==> src/rtl/servo_ramp.sv <==
// Slew-rate limiter: walks pitch/yaw positions toward a target pair by at most STEP_SIZE per frame tick.
// Latency: target accepted in 1 cycle; positions move only on tick edges; done one cycle after final step.
// Backpressure: tgt_ready is low while a ramp is running; requests are not queued, source must hold.
module servo_ramp #(
  parameter int STEP_DIV  = 1000000,
  parameter int STEP_SIZE = 4,
  parameter int RESET_POS = 0
) (
  input  logic       clk,
  input  logic       resetn,
  input  logic       tgt_valid,
  output logic       tgt_ready,
  input  logic [7:0] tgt_p,
  input  logic [7:0] tgt_y,
  output logic [7:0] pos_p,
  output logic [7:0] pos_y,
  output logic       busy,
  output logic       done
);

  localparam int            CW      = $clog2(STEP_DIV);
  localparam logic [CW-1:0] CNT_MAX = CW'(STEP_DIV - 1);
  localparam logic [8:0]    STEP9   = 9'(STEP_SIZE);
  localparam logic [7:0]    STEP8   = 8'(STEP_SIZE);
  localparam logic [7:0]    RST8    = 8'(RESET_POS);

  typedef enum logic {
    S_IDLE = 1'b0,
    S_RAMP = 1'b1
  } state_t;

  state_t        r_state;
  logic [CW-1:0] r_cnt;
  logic [7:0]    r_pos_p;
  logic [7:0]    r_pos_y;
  logic [7:0]    r_tgt_p;
  logic [7:0]    r_tgt_y;
  logic          r_done;

  logic          w_tick;
  logic          w_xfer;
  logic [7:0]    w_nxt_p;
  logic [7:0]    w_nxt_y;

  // One bounded step toward the target; the final step lands exactly on it,
  // so the position never overshoots and never wraps.
  function automatic logic [7:0] f_step(input logic [7:0] pos, input logic [7:0] tgt);
    logic signed [8:0] d;
    logic [8:0]        mag;
    d   = $signed({1'b0, tgt}) - $signed({1'b0, pos});
    mag = d[8] ? $unsigned(-d) : $unsigned(d);
    if (mag <= STEP9) begin
      return tgt;
    end else if (!d[8]) begin
      return pos + STEP8;
    end else begin
      return pos - STEP8;
    end
  endfunction

  assign w_tick    = (r_cnt == CNT_MAX);
  assign tgt_ready = (r_state == S_IDLE);
  assign w_xfer    = tgt_valid && tgt_ready;
  assign w_nxt_p   = f_step(r_pos_p, r_tgt_p);
  assign w_nxt_y   = f_step(r_pos_y, r_tgt_y);

  assign pos_p = r_pos_p;
  assign pos_y = r_pos_y;
  assign busy  = (r_state == S_RAMP);
  assign done  = r_done;

  // Free-running frame divider; deliberately not resynchronised to target acceptance.
  always_ff @(posedge clk) begin
    if (!resetn || w_tick) begin
      r_cnt <= '0;
    end else begin
      r_cnt <= r_cnt + CW'(1);
    end
  end

  // Ramp FSM: capture targets in IDLE, step both channels per tick in RAMP, pulse done on arrival.
  always_ff @(posedge clk) begin
    if (!resetn) begin
      r_state <= S_IDLE;
      r_pos_p <= RST8;
      r_pos_y <= RST8;
      r_tgt_p <= RST8;
      r_tgt_y <= RST8;
      r_done  <= 1'b0;
    end else begin
      r_done <= 1'b0;
      case (r_state)
        S_IDLE: begin
          // A tick coinciding with acceptance is ignored; stepping starts on the next one.
          if (w_xfer) begin
            r_tgt_p <= tgt_p;
            r_tgt_y <= tgt_y;
            if (tgt_p == r_pos_p && tgt_y == r_pos_y) begin
              r_done <= 1'b1;
            end else begin
              r_state <= S_RAMP;
            end
          end
        end
        S_RAMP: begin
          if (w_tick) begin
            r_pos_p <= w_nxt_p;
            r_pos_y <= w_nxt_y;
            if (w_nxt_p == r_tgt_p && w_nxt_y == r_tgt_y) begin
              r_state <= S_IDLE;
              r_done  <= 1'b1;
            end
          end
        end
        default: r_state <= S_IDLE;
      endcase
    end
  end

endmodule

==> config.mk <==
export PLATFORM = sky130hd
export DESIGN_NAME = servo_ramp
export DESIGN_NICKNAME = d
export VERILOG_FILES = /design/src/rtl/servo_ramp.sv
export SDC_FILE = /design/constraint.sdc
export NUM_CORES = 1
export LEC_CHECK = 0
export CAP_MARGIN = 10
export CORE_ASPECT_RATIO = 1.4
export CORE_MARGIN = 5
export CORE_UTILIZATION = 59
export DETAILED_ROUTE_END_ITERATION = 8
export GPL_TIMING_DRIVEN = 0
export HOLD_SLACK_MARGIN = 0.03
export PLACE_DENSITY = 0.82
export SLEW_MARGIN = 10
export SYNTH_ARGS = -nofsm -noshare
export SYNTH_HDL_FRONTEND = slang
export SYNTH_SLANG_ARGS = --single-unit
==> constraint.sdc <==
create_clock -name clk -period 5.4 [get_ports clk]
set_input_delay 0.81 -clock clk [delete_from_list [all_inputs] [get_ports clk]]
set_output_delay 0.81 -clock clk [all_outputs]
set_load 0.03 [all_outputs]
==> results.cfg <==
[status]
status = finished, final reports clean

[critical_path]
worst_ep_arrival_time_ns = 4.65
critPathMaxStageDelay_ns = 0.40
cp_max_fo = 9
crit_path_start_kind = flop
worstPathCellList = clkbuf_1 -> inv_1 -> ha_1 -> a211oi_2 -> o21ai_1 -> a211o_1 -> nand2_1 -> ha_1 -> a211oi_1 -> o21bai_1 -> a21oi_1 -> xnor2_1 -> xnor2_1 -> xor2_1 -> nor3_1 -> o2bb2a_1 -> o21a_1
cp.buffers_inverters = 2
worstSetupPathType = reg -> reg
slowest_stage = ha_1
rr_startpoint = pos_p[2]$_SDFFE_PN0P_
required_ns = 5.61
critPathLaunch = pos_p[2]$_SDFFE_PN0P_
cp_top_family = compound AO/OA/AOI/OAI gates
end_kind = flop

[floorplan]
dieArea_sq_um = 8850
coreArea_sq_um = 6940
die_h_um = 109
row_count = 36
initial_core_util_pct = 60.0
ios = 38
die_w_um = 81.0

[placement]
port_buffers = 37
dp_hpwl_um = 8530
place.gp.congestion = 0.893
dp_slack_ns = 1.03

[cells_and_area]
layout_commonest_cell = dfxtp_1
syn2layout_area_growth_pct = 14.7
n_antenna_cell = 0
drive_gt1_share_pct = 5.68
fin_nets = 612
layout_common_cells = dfxtp_1, nand2_1, a21oi_1, nor2_1, clkdlybuf4s50_1
fillCellCount = 644
finish.utilization_pct = 68.8

[synth]
yosys-top-cells-area = dfxtp_1, ha_1, xor2_1
synth.ff_latch_count = 54
dominantRegCellSynth = dfxtp_1
syn_inst = 518
yosys.area.top_type = dfxtp_1
synth_top_area_share_pct = 26.0
syn_nets = 568
syn-mean-instance-area_sq_um = 8.03
ys_types = 67
synth_edf_count = 0
async_reset_ff_share_pct = 0
syn_area_sq_um = 4160
ys_warn_count = 0
synth-seq-area-share_pct = 26.0

[global_route]
grtUsageTotal_pct = 25.8
grt_pass1_wl_um = 18100
antenna_found_initial = 0
grt_max_degree = 18
grt_pass1_vias = 3931
grt_remaining_overflow = 0

[worst_hold_path]
hold_start = r_cnt[0]$_SDFF_PP0_
hold_class = reg -> reg

[sta]
rsz0062_at_grt = no
fin_worst_skew_ns = 0.00666
setup_ws_ns = 0.958
clock.fmax_ghz = 0.225
slew_headroom_pct = 25.7
tns_ns = 0
finalCritPeriodShare_pct = 82.3
finalSetupViolations = 0
period_needed_ns = 4.44
maxSlewViolCount = 0
whs_ns = 0.482
hold_violations = 0
worst_pin_slew_ns = 1.11

[route]
routed_wl_um = 10800
dr_total_vias = 3952
viasPerCell = 6.01
wl_per_cell_um = 16.4
remaining_drc_errors = 0
drtIter0Drc = 214
ant_nets = 0
firstDrtPassIters = 4

[power]
p_sw_share_pct = 32.9
power_density_nw_per_um2 = 217
intPower_mw = 0.694
p_switching_mw = 0.341
power_mw = 1.03
p_seq_share_pct = 40.5
clkPwrFrac_pct = 28.5
p_leak_nw = 1.85
combPwrFrac_pct = 30.9
ir_worst_vdd_mv = 0.136

[clocking]
htree_num_levels = 2
clk_latency_ns = 0.31
cts_made_buffers = 5
cts.sinks = 54
cts_resized = 0
cts_tree = done
hold_buffers = 0
clk_path_buf_depth = 2
root_buffer = clkbuf_8
cts_setup_buffers = 0
cts.clk_slew.worst_paths_ns = 0.10

[flow_run]
max_cap_violations = 0
## power by group through the flow
stage	Sequential (mW)	Clock (mW)	Combinational [mW]
2_1_floorplan	0.426	0	0.238
3_3_place_gp	0.428	0	0.303
3_5_place_dp	0.428	0	0.314
4_1_cts	0.419	0.294	0.315
5_1_grt	0.421	0.309	0.349
6_report	0.419	0.295	0.320
## metal layers
layer  vias to the layer above  part of all wire (%)  wire [um]  global-route usage (%)
met4                         0                   5.0        542                    13.5
li1                       1926                     -          -                       -
met3                        42                   3.7        397                    2.70
met2                       135                    52       5570                    47.3
met1                      1849                    40       4290                    28.9
met5                         -                     0          0                       0
## cells by family (layout without fill, tap and decap cells)
logic type	after synthesis	count (layout)	synth area share [%]
simple gates	179	179	21.7
mux	8	8	1.99
xor+xnor	68	68	14.3
buf+inv	52	97	5.14
fa+ha+maj	31	31	10.0
compound gates	126	126	20.8
flops	54	54	26.0
## worst register-to-register path: stages (launching register included)
cell,delay [ns]
dfxtp_1,0.39
clkbuf_1,0.32
inv_1,0.14
ha_1,0.40
a211oi_2,0.30
o21ai_1,0.16
a211o_1,0.31
nand2_1,0.30
ha_1,0.33
a211oi_1,0.27
o21bai_1,0.12
a21oi_1,0.19
xnor2_1,0.15
xnor2_1,0.18
xor2_1,0.18
nor3_1,0.09
o2bb2a_1,0.31
o21a_1,0.21
## sequential cells by signal, summed over array words and instances, names as in the netlist
signal and flops:
r_cnt 20, pos_p 8, pos_y 8, r_tgt_p 8, r_tgt_y 8, busy 1, done 1
## metrics by stage
| step | std cells | area [sq um] |
|---|---|---|
| global placement | 650 | 4650 |
| floorplan | 518 | 4160 |
| detailed placement | 650 | 4650 |
| finish | 658 | 4770 |
| CTS | 658 | 4770 |
| global route | 658 | 4770 |
## final timing paths
check,slack (ns),to,cells past startpoint
setup / recovery,0.96,done$_SDFF_PN0_,17
hold / removal,0.48,r_cnt[0]$_SDFF_PP0_,1
setup reg to reg,0.96,done$_SDFF_PN0_,17
hold reg to reg,0.48,r_cnt[0]$_SDFF_PP0_,1
## cell usage after synthesis, types with 11 or more instances
cell	instances
a21oi_1	46
clkbuf_1	15
dfxtp_1	54
ha_1	27
inv_1	32
nand2_1	52
nand3_1	17
nand4_1	11
nor2_1	41
o21ai_0	19
xnor2_1	33
xor2_1	35
## final cells by class
type / instances / area, sq um / area share (%)
multi-input combinational: 412 / 2860 / 60.0
tap: 95 / 119 / 2.49
timing repair buffer: 37 / 370 / 7.76
inverter: 32 / 120 / 2.52
clock inverter: 2 / 38.8 / 0.813
clock buffer: 6 / 82.6 / 1.73
sequential: 54 / 1080 / 22.7
buffer: 20 / 93.8 / 1.97
Power figures use the tool's default switching activity.
